### src/rtl/chan_512_buffer_ctrl.sv
// chan_512 snapshot capture sequencer.
// A rising edge on the start bit arms a capture. The capture begins on the
// first frame sync that carries a valid sample. It writes a latched number of
// words into the snapshot BRAM, and it reports busy/done/aborted/armed plus
// the word count through a status word.
module chan_512_buffer_ctrl #(
  parameter int ADDR_W = 11,
  parameter int DATA_W = 32
) (
  input  logic              user_clk,
  input  logic              user_rst_n,
  input  logic [31:0]       start_reg,
  input  logic              sync_in,
  input  logic              din_valid,
  input  logic [DATA_W-1:0] din,
  output logic              bram_we,
  output logic [ADDR_W-1:0] bram_addr,
  output logic [DATA_W-1:0] bram_din,
  output logic [31:0]       status_out
);

  typedef enum logic [1:0] {
    S_IDLE    = 2'd0,
    S_ARMED   = 2'd1,
    S_CAPTURE = 2'd2,
    S_DONE    = 2'd3
  } state_t;

  state_t              state_q;
  logic                start_prev_q;
  logic [ADDR_W:0]     len_q;
  logic [ADDR_W:0]     count_q;
  logic                done_q;
  logic                aborted_q;
  logic                we_q;
  logic [ADDR_W-1:0]   addr_q;
  logic [DATA_W-1:0]   wdata_q;
  logic [31:0]         status_q;

  logic                start_rise;
  logic                abort;
  logic [ADDR_W-1:0]   len_field;
  logic [ADDR_W:0]     len_sel;
  logic [ADDR_W:0]     count_inc;
  logic [31:0]         status_d;
  logic                unused_start_bits;

  assign start_rise = start_reg[0] & ~start_prev_q;
  assign abort      = start_reg[1];
  assign len_field  = start_reg[16 +: ADDR_W];
  // A zero length field selects the full BRAM depth.
  assign len_sel    = (len_field == '0) ? {1'b1, {ADDR_W{1'b0}}} : {1'b0, len_field};
  assign count_inc  = count_q + 1'b1;
  assign unused_start_bits = ^{start_reg[15:2], start_reg[31:16+ADDR_W]};

  // Assemble the status word from the current flags and count; it is registered below.
  always_comb begin
    status_d                  = '0;
    status_d[0]               = (state_q == S_ARMED) || (state_q == S_CAPTURE);
    status_d[1]               = done_q;
    status_d[2]               = aborted_q;
    status_d[3]               = (state_q == S_ARMED);
    status_d[16 +: ADDR_W+1]  = count_q;
  end

  // Capture sequencer with registered BRAM write port and status word.
  always_ff @(posedge user_clk or negedge user_rst_n) begin
    if (!user_rst_n) begin
      state_q      <= S_IDLE;
      start_prev_q <= 1'b0;
      len_q        <= '0;
      count_q      <= '0;
      done_q       <= 1'b0;
      aborted_q    <= 1'b0;
      we_q         <= 1'b0;
      addr_q       <= '0;
      wdata_q      <= '0;
      status_q     <= '0;
    end else begin
      start_prev_q <= start_reg[0];
      status_q     <= status_d;
      we_q         <= 1'b0;
      case (state_q)
        S_IDLE: begin
          if (start_rise && !abort) begin
            state_q   <= S_ARMED;
            done_q    <= 1'b0;
            aborted_q <= 1'b0;
            count_q   <= '0;
            len_q     <= len_sel;
          end
        end
        S_ARMED: begin
          if (abort) begin
            state_q   <= S_IDLE;
            aborted_q <= 1'b1;
          end else if (sync_in && din_valid) begin
            we_q    <= 1'b1;
            addr_q  <= '0;
            wdata_q <= din;
            count_q <= {{ADDR_W{1'b0}}, 1'b1};
            if (len_q == {{ADDR_W{1'b0}}, 1'b1}) begin
              state_q <= S_DONE;
              done_q  <= 1'b1;
            end else begin
              state_q <= S_CAPTURE;
            end
          end
        end
        S_CAPTURE: begin
          if (abort) begin
            state_q   <= S_IDLE;
            aborted_q <= 1'b1;
          end else if (din_valid) begin
            we_q    <= 1'b1;
            addr_q  <= count_q[ADDR_W-1:0];
            wdata_q <= din;
            count_q <= count_inc;
            if (count_inc == len_q) begin
              state_q <= S_DONE;
              done_q  <= 1'b1;
            end
          end
        end
        S_DONE: begin
          // Wait for start to drop, so that a new capture requires a fresh rising edge.
          if (!start_reg[0]) begin
            state_q <= S_IDLE;
          end
        end
        default: state_q <= S_IDLE;
      endcase
    end
  end

  assign bram_we    = we_q;
  assign bram_addr  = addr_q;
  assign bram_din   = wdata_q;
  assign status_out = status_q;

endmodule

### config.mk
export PLATFORM = sky130hd
export DESIGN_NAME = chan_512_buffer_ctrl
export DESIGN_NICKNAME = d
export VERILOG_FILES = /design/src/rtl/chan_512_buffer_ctrl.sv
export SDC_FILE = /design/constraint.sdc
export NUM_CORES = 1
export LEC_CHECK = 0
export BUFFER_PORTS_ARGS = -buffer_cell sky130_fd_sc_hd__buf_2
export CELL_PAD_IN_SITES_DETAIL_PLACEMENT = 1
export CELL_PAD_IN_SITES_GLOBAL_PLACEMENT = 1
export CORE_MARGIN = 2
export CORE_UTILIZATION = 38
export DETAILED_ROUTE_END_ITERATION = 8
export PLACE_DENSITY_LB_ADDON = 0.1
export SYNTH_ARGS = -nofsm -noshare
export SYNTH_HDL_FRONTEND = slang
export SYNTH_SLANG_ARGS = --single-unit
### constraint.sdc
create_clock -name user_clk -period 3 [get_ports user_clk]
set_input_delay 0.15 -clock user_clk [delete_from_list [all_inputs] [get_ports user_clk]]
set_output_delay 0.15 -clock user_clk [all_outputs]
set_load 0.01 [all_outputs]
-- Word-level counts from Yosys, hierarchy flattened
Cells that the tools add are included.
- $add $sub $neg: 1
- equality and inequality tests: 17
- muxes and demuxes: 41
- bitwise logic cells: 2
- reductions and logical operators: 16
- operators with widths (cell ; number):
    32-bit two-way mux ; 4
    12-bit two-way mux ; 6
    32-bit one-hot mux with 2 select lines ; 1
    11-bit two-way mux ; 4
    12-bit one-hot mux with 3 select lines ; 1
    11-bit one-hot mux with 2 select lines ; 1
    2-bit two-way mux ; 7
    1-bit two-way mux ; 13
    12-bit by 1-bit adder with 12-bit output (second input constant) ; 1
    12-bit by 1-bit == test with 1-bit output (second input constant) ; 1
    12-bit == test ; 1
    11-bit zero test ; 1
    2-bit inequality test (second input constant) ; 5
    5-bit AND reduction ; 2
    2-bit by 1-bit inequality test with 1-bit output (second input constant) ; 4
    2-bit one-hot mux with 4 select lines ; 1
    8-bit AND reduction ; 1
    3-bit by 2-bit inequality test with 1-bit output (second input constant) ; 2
    6-bit AND reduction ; 1
    2-bit == test (second input constant) ; 2
    1-bit one-hot mux with 2 select lines ; 2
    2-bit nonzero test ; 2
    3-bit inequality test (second input constant) ; 1
    1-bit one-hot mux with 3 select lines ; 1
    11 further kinds ; 12
- flip-flop bits (word level): 89
- word-level logic and storage cells: 87

-- Logic depth before layout (Yosys ltp)
- word-level depth: 6
- mapped depth: 10

-- Worst setup path before layout
No wires, ideal clock.
- path type: flip-flop to flip-flop
- from: register state_q[0]
- to: register count_q[8]
- library setup time: 104 ps
- arrival time: 2121 ps
- slack: 776 ps
- stages on the path, launching flop included: 11
- clock period less this slack: 2224 ps
- path through: dfrtp_1 inv_1 ha_1 clkbuf_1 nor2_1 a31oi_1 or3b_1 buf_2 or2_1 buf_6 o41ai_2
- longest elaborated chain between the ends: 3
- elaborated cells on any way between the ends: 11
- those cells by class: 7 x eq/ne; 1 x mux; 3 x reduce/logical
- ends and longest elaborated chain (item ; RTL line ; RTL):
    start: declaration ; 29 ; state_t state_q;
    start signal: assignment ; 69 ; state_q <= S_IDLE;
    start signal: assignment ; 86 ; state_q <= S_ARMED;
    start signal: assignment ; 95 ; state_q <= S_IDLE;
    2-bit by 1-bit == test with 1-bit output, or another cell as far along ; 83 ; case (state_q)
    2-bit by 1-bit inequality test with 1-bit output (no line), or another cell as far along ; n/a ;
    6-bit AND reduction (no line) ; n/a ;
    end signal: assignment ; 101 ; count_q <= {{ADDR_W{1'b0}}, 1'b1};
    end signal: assignment ; 118 ; count_q <= count_inc;
    end: declaration ; 32 ; logic [ADDR_W:0] count_q;
Several ways; a longest one is shown, not always the timed one.
A chain may end at the register's enable or synchronous reset.

-- Worst setup path in the final report
- from: register state_q[1]
- to: register count_q[8]
- longest elaborated chain between the ends: 3
- elaborated cells on any way between the ends: 11
- those cells by class: 7 x eq/ne; 1 x mux; 3 x reduce/logical
- ends and longest elaborated chain (item ; RTL line ; RTL):
    2-bit by 1-bit == test with 1-bit output (*) ; n/a ;
    via status_d[3] ; 45 ; logic [31:0] status_d;
    2-bit by 1-bit inequality test with 1-bit output (no line), or another cell as far along ; n/a ;
    6-bit AND reduction (no line) ; n/a ;
The timed path passes the listed nets; every way through them passes the cells marked *.

==> flow_summary.html <==
<table>
<tr><th>Metric</th><th>Value</th></tr>
<tr><th colspan="2">Global route</th></tr>
<tr><td>Gr usage total</td><td>approximately 17%</td></tr>
<tr><td>Number of antenna violations at the first check in global routing</td><td>0</td></tr>
<tr><td>First-pass GRT wire length</td><td>roughly 16000 um</td></tr>
<tr><td>Number of global-route vias before repair</td><td>approximately 3200</td></tr>
<tr><td>Overflow after GRT</td><td>0</td></tr>
<tr><td>Maximum number of pins on one net before global-route repair</td><td>between 50 and 60</td></tr>
<tr><th colspan="2">Floorplanning</th></tr>
<tr><td>Number of rows created at floorplan</td><td>38</td></tr>
<tr><td>Area of the placeable core</td><td>~11000 sq um</td></tr>
<tr><td>Die Area</td><td>roughly 12000 sq um</td></tr>
<tr><td>Horizontal die dimension</td><td>108.1 um</td></tr>
<tr><td>Starting Density</td><td>38.49%</td></tr>
<tr><td>Chip height</td><td>108.1 um</td></tr>
<tr><td>Number of I/O pins</td><td>around 140</td></tr>
<tr><th colspan="2">Finish</th></tr>
<tr><td>Cell area after layout</td><td>between 5000 and 6000 sq um</td></tr>
<tr><td>Layout Area Growth over Synthesis</td><td>27.62%</td></tr>
<tr><td>Number of antenna repair diodes</td><td>0</td></tr>
<tr><td>Fraction of layout cells with a size suffix above 1</td><td>33.65%</td></tr>
<tr><td>Final net count</td><td>593</td></tr>
<tr><th colspan="2">Detailed routing</th></tr>
<tr><td>First DRT Iteration DRCs</td><td>between 100 and 150</td></tr>
<tr><td>Average vias per placed instance</td><td>4.781</td></tr>
<tr><td>Wire length on met1</td><td>4443 um</td></tr>
<tr><td>Routed WL per cell</td><td>roughly 15 um</td></tr>
<tr><td>Met2 layer wire length in the routed design</td><td>~4700 um</td></tr>
<tr><td>Highest signal layer in the routed design</td><td>met4</td></tr>
<tr><td>Detailed-route via count</td><td>roughly 3200</td></tr>
<tr><td>Routed length on met3</td><td>about 570 um</td></tr>
<tr><td>Routed wire length</td><td>slightly below 10000 um</td></tr>
<tr><td>Post-detailed-route count of antenna-violating nets</td><td>0</td></tr>
<tr><td>Number of iterations in the first detailed-routing pass</td><td>4</td></tr>
<tr><td>Drc violations</td><td>0</td></tr>
<tr><th colspan="2">Setup path</th></tr>
<tr><td>Worst reg2reg startpoint</td><td>state_q[1]</td></tr>
<tr><td>CP Data Required Time</td><td>between 3000 and 4000 ps</td></tr>
<tr><td>Stages on worst setup path</td><td>7</td></tr>
<tr><td>Count of buffer and inverter cells on the critical path</td><td>1</td></tr>
<tr><td>Arrival time reported for the critical path endpoint</td><td>2690 ps</td></tr>
<tr><td>Start-to-end type of the worst setup path</td><td>register to register</td></tr>
<tr><td>Capturing element type of the critical path</td><td>register</td></tr>
<tr><td>Largest incremental delay on the critical path</td><td>520 ps</td></tr>
<tr><td>CP cell instances</td><td>inv_1, ha_1, nor2_1, a31oi_1, or3b_1, or2_1, o41ai_2</td></tr>
<tr><td>Slowest CP cell</td><td>sky130_fd_sc_hd__or3b_1</td></tr>
<tr><td>Number of cells on the worst reg-to-reg path</td><td>7</td></tr>
<tr><td>R2R Path End</td><td>count_q[8]</td></tr>
<tr><td>Family of cells with the greatest summed delay on the critical path</td><td>simple AND/OR/NAND/NOR gates</td></tr>
<tr><td>Origin of the worst setup path</td><td>state_q[1]</td></tr>
<tr><td>Startpoint Class</td><td>register</td></tr>
<tr><td>Maximum fanout along the worst path</td><td>10</td></tr>
<tr><td>Internal reg-to-reg setup slack</td><td>580 ps</td></tr>
<tr><td>CP Capture Point</td><td>count_q[8]</td></tr>
<tr><th colspan="2">STA</th></tr>
<tr><td>Worst hold slack</td><td>16.59 ps</td></tr>
<tr><td>Worst Clk Skew</td><td>10.29 ps</td></tr>
<tr><td>Final cycle utilization of the critical path</td><td>between 80% and 90%</td></tr>
<tr><td>Final-report setup violation count</td><td>0</td></tr>
<tr><td>Worst slew slack as a fraction of its limit</td><td>55.66%</td></tr>
<tr><td>Minimum clock period</td><td>2415 ps</td></tr>
<tr><td>Fmax achieved</td><td>~410 MHz</td></tr>
<tr><td>Max-slew violation total from the final report</td><td>0</td></tr>
<tr><td>Tightest Pin Transition</td><td>about 670 ps</td></tr>
<tr><td>Sum of negative setup slack</td><td>0 ps</td></tr>
<tr><td>RSZ-0062 raised after global routing</td><td>no</td></tr>
<tr><td>Number of hold-slack violations in the final timing report</td><td>0</td></tr>
<tr><th colspan="2">Run status</th></tr>
<tr><td>Status</td><td>complete, no violations</td></tr>
<tr><th colspan="2">Yosys</th></tr>
<tr><td>Cell area after synthesis</td><td>around 4100 sq um</td></tr>
<tr><td>Synthesized instance count</td><td>roughly 380</td></tr>
<tr><td>Library cells used by synthesis</td><td>53</td></tr>
<tr><td>Average footprint of a synthesized cell</td><td>10.89 sq um</td></tr>
<tr><td>Synth top area cells</td><td>sky130_fd_sc_hd__dfrtp_1 (54%), sky130_fd_sc_hd__mux2_2 (8.8%), sky130_fd_sc_hd__nand2_1 (6.6%), sky130_fd_sc_hd__o21ai_0 (3.5%), sky130_fd_sc_hd__buf_4 (3.3%)</td></tr>
<tr><td>Synthesized flop and latch total</td><td>approximately 90</td></tr>
<tr><td>Ys flop type</td><td>sky130_fd_sc_hd__dfrtp_1</td></tr>
<tr><td>Sequential element share of the synthesized area</td><td>around 54%</td></tr>
<tr><td>Portion of synthesized cell area occupied by the leading cell type</td><td>roughly 54%</td></tr>
<tr><td>Ys async rst share</td><td>100.0%</td></tr>
<tr><td>Count of flip-flops with a built-in enable after synthesis</td><td>0</td></tr>
<tr><td>Yosys warnings</td><td>0</td></tr>
<tr><td>Area leader, netlist</td><td>sky130_fd_sc_hd__dfrtp_1</td></tr>
<tr><th colspan="2">Clocking</th></tr>
<tr><td>Clock buffer count from CTS</td><td>9</td></tr>
<tr><td>TritonCTS sink count</td><td>just under 90</td></tr>
<tr><td>Number of buffers on the longest clock path</td><td>2</td></tr>
<tr><td>Number of H-tree levels</td><td>3</td></tr>
<tr><td>Root cell of the clock tree</td><td>sky130_fd_sc_hd__clkbuf_8</td></tr>
<tr><td>CTS tree</td><td>yes</td></tr>
<tr><td>Clk slew on worst S/H paths</td><td>approximately 100 ps</td></tr>
<tr><td>Worst skew pair latency</td><td>about 370 ps</td></tr>
<tr><th colspan="2">Placement</th></tr>
<tr><td>I/O Buffers</td><td>roughly 110</td></tr>
<tr><td>Placer's final routability congestion estimate</td><td>around 0.8</td></tr>
<tr><td>Detail Placement HPWL</td><td>about 7000 um</td></tr>
<tr><td>Cell area reported after detailed placement</td><td>between 4000 and 5000 sq um</td></tr>
<tr><th colspan="2">Power and ir drop</th></tr>
<tr><td>Power density over the cells</td><td>around 880 nW/um^2</td></tr>
<tr><td>Int Power</td><td>2.874 mW</td></tr>
<tr><td>Combinational fraction of design power</td><td>44.1%</td></tr>
<tr><td>Switching power</td><td>between 1.5 and 2 mW</td></tr>
<tr><td>Proportion of power drawn by flip-flops and latches</td><td>about two fifths</td></tr>
<tr><td>Clock network power share</td><td>~17%</td></tr>
<tr><td>Switching power share of the total</td><td>between 30 and 40%</td></tr>
<tr><td>Leakage</td><td>2.547 nW</td></tr>
<tr><td>Peak supply drop</td><td>slightly below 400 uV</td></tr>
<tr><th colspan="2">Min path</th></tr>
<tr><td>HP Class</td><td>input port to register</td></tr>
<tr><th colspan="2">Job</th></tr>
<tr><td>Max-cap violations</td><td>0</td></tr>
</table>
-- per-stage QoR --
stage	power (mW)	cells	utilization, %	setup slack [ps]
final	4.632	663	49.12	584.7
after global routing	4.970	663	49.12	392.2
after CTS	4.703	663	49.12	556.6
after detailed placement	3.874	615	44.41	563.6
after global placement	3.788	615	44.41	623.0
after floorplan	3.217	393	-	775.6
-- state kept, by name, indices dropped and copies added (netlist names) --
name	count
aborted_q	1
bram_addr	11
bram_din	32
bram_we	1
count_q	12
done_q	1
len_q	12
start_prev_q	1
state_q	2
status_out	16
-- kinds of logic after synthesis --
family	after synthesis	synth area share (%)
DFF	89	54.09
adders and majority gates	7	2.127
AOI/OAI and AO/OA	57	9.146
muxes	36	9.724
xor gates and xnor gates	13	2.765
and+or+nand+nor	133	16.04
other	1	0.09107
buffers and inverters	42	6.016
-- cell usage after synthesis (4+ instances only) --
cell type,n
sky130_fd_sc_hd__a21oi_1,5
sky130_fd_sc_hd__buf_2,6
sky130_fd_sc_hd__buf_4,18
sky130_fd_sc_hd__clkbuf_1,9
sky130_fd_sc_hd__dfrtp_1,89
sky130_fd_sc_hd__ha_1,7
sky130_fd_sc_hd__inv_1,7
sky130_fd_sc_hd__mux2_2,32
sky130_fd_sc_hd__mux2i_1,4
sky130_fd_sc_hd__nand2_1,72
sky130_fd_sc_hd__nand3_1,9
sky130_fd_sc_hd__nor2_1,14
sky130_fd_sc_hd__nor2b_1,4
sky130_fd_sc_hd__nor3_1,5
sky130_fd_sc_hd__nor4_1,4
sky130_fd_sc_hd__o21ai_0,29
sky130_fd_sc_hd__o31ai_1,6
sky130_fd_sc_hd__xnor2_1,11
-- what timing repair did --
item | 4_1_cts | 5_1_grt
hold buffers | 32 | 0
buffers inserted | 0 | 0
resized for setup | 0 | 0
endpoints found under the hold margin | 81 | 0
-- metal layers --
layer / track usage, % / vias up
li1: - / 1545
met1: 22.15 / 1527
met2: 29.11 / 88
met3: 3.737 / 10
met4: 5.769 / 0
met5: 0 / -
-- power by group through the flow --
stage	registers (mW)	clock network (mW)	logic, mW
global route	1.85	0.866	2.25
detailed placement	1.83	0	2.04
finish	1.80	0.786	2.04
floorplan	1.92	0	1.30
CTS	1.80	0.820	2.08
global placement	1.80	0	1.98
-- how the worst min path moves through the flow --
stage	cells after the start	slack [ps]	to	startpoint
2_1_floorplan	0	-150	aborted_q	user_rst_n
3_3_place_gp	1	220	bram_din[26]	user_rst_n
3_5_place_dp	1	220	bram_din[26]	user_rst_n
4_1_cts	2	0.4	bram_din[30]	din[30]
5_1_grt	2	7	bram_din[4]	din[4]
6_report	2	20	bram_din[30]	din[30]
-- layout make-up --
| cell class | count | area (sq um) |
|---|---|---|
| Fill cell | 1237 | 5443 |
| Sequential cell | 89 | 2227 |
| Multi-Input combinational cell | 262 | 1699 |
| Timing Repair Buffer | 149 | 943.4 |
| Tap cell | 140 | 175.2 |
| Clock buffer | 9 | 123.9 |
| Clock inverter | 7 | 60.06 |
| Inverter | 7 | 26.28 |
-- worst reg2reg max path, cell delays in order (launching register included) --
cell,delay [ps]
sky130_fd_sc_hd__dfrtp_1,450
sky130_fd_sc_hd__inv_1,110
sky130_fd_sc_hd__ha_1,280
sky130_fd_sc_hd__nor2_1,200
sky130_fd_sc_hd__a31oi_1,70
sky130_fd_sc_hd__or3b_1,520
sky130_fd_sc_hd__or2_1,400
sky130_fd_sc_hd__o41ai_2,300
-- placed cells by master, fill, tap and decap left out, types with 4 or more instances in the layout --
cell type                       count
sky130_fd_sc_hd__nand3_1            9
sky130_fd_sc_hd__dlygate4sd3_1     32
sky130_fd_sc_hd__buf_2            107
sky130_fd_sc_hd__ha_1               7
sky130_fd_sc_hd__xnor2_1           11
sky130_fd_sc_hd__o21ai_0           29
sky130_fd_sc_hd__nand2_1           72
sky130_fd_sc_hd__nor3_1             5
sky130_fd_sc_hd__inv_1              7
sky130_fd_sc_hd__clkbuf_8           9
sky130_fd_sc_hd__mux2i_1            4
sky130_fd_sc_hd__nor4_1             4
sky130_fd_sc_hd__inv_6              4
sky130_fd_sc_hd__conb_1            16
sky130_fd_sc_hd__buf_4              9
sky130_fd_sc_hd__nor2_1            14
sky130_fd_sc_hd__dfrtp_1           89
sky130_fd_sc_hd__o31ai_1            6
sky130_fd_sc_hd__a21oi_1            5
sky130_fd_sc_hd__mux2_2            32
sky130_fd_sc_hd__nor2b_1            4
Power figures use the tool's default switching activity.
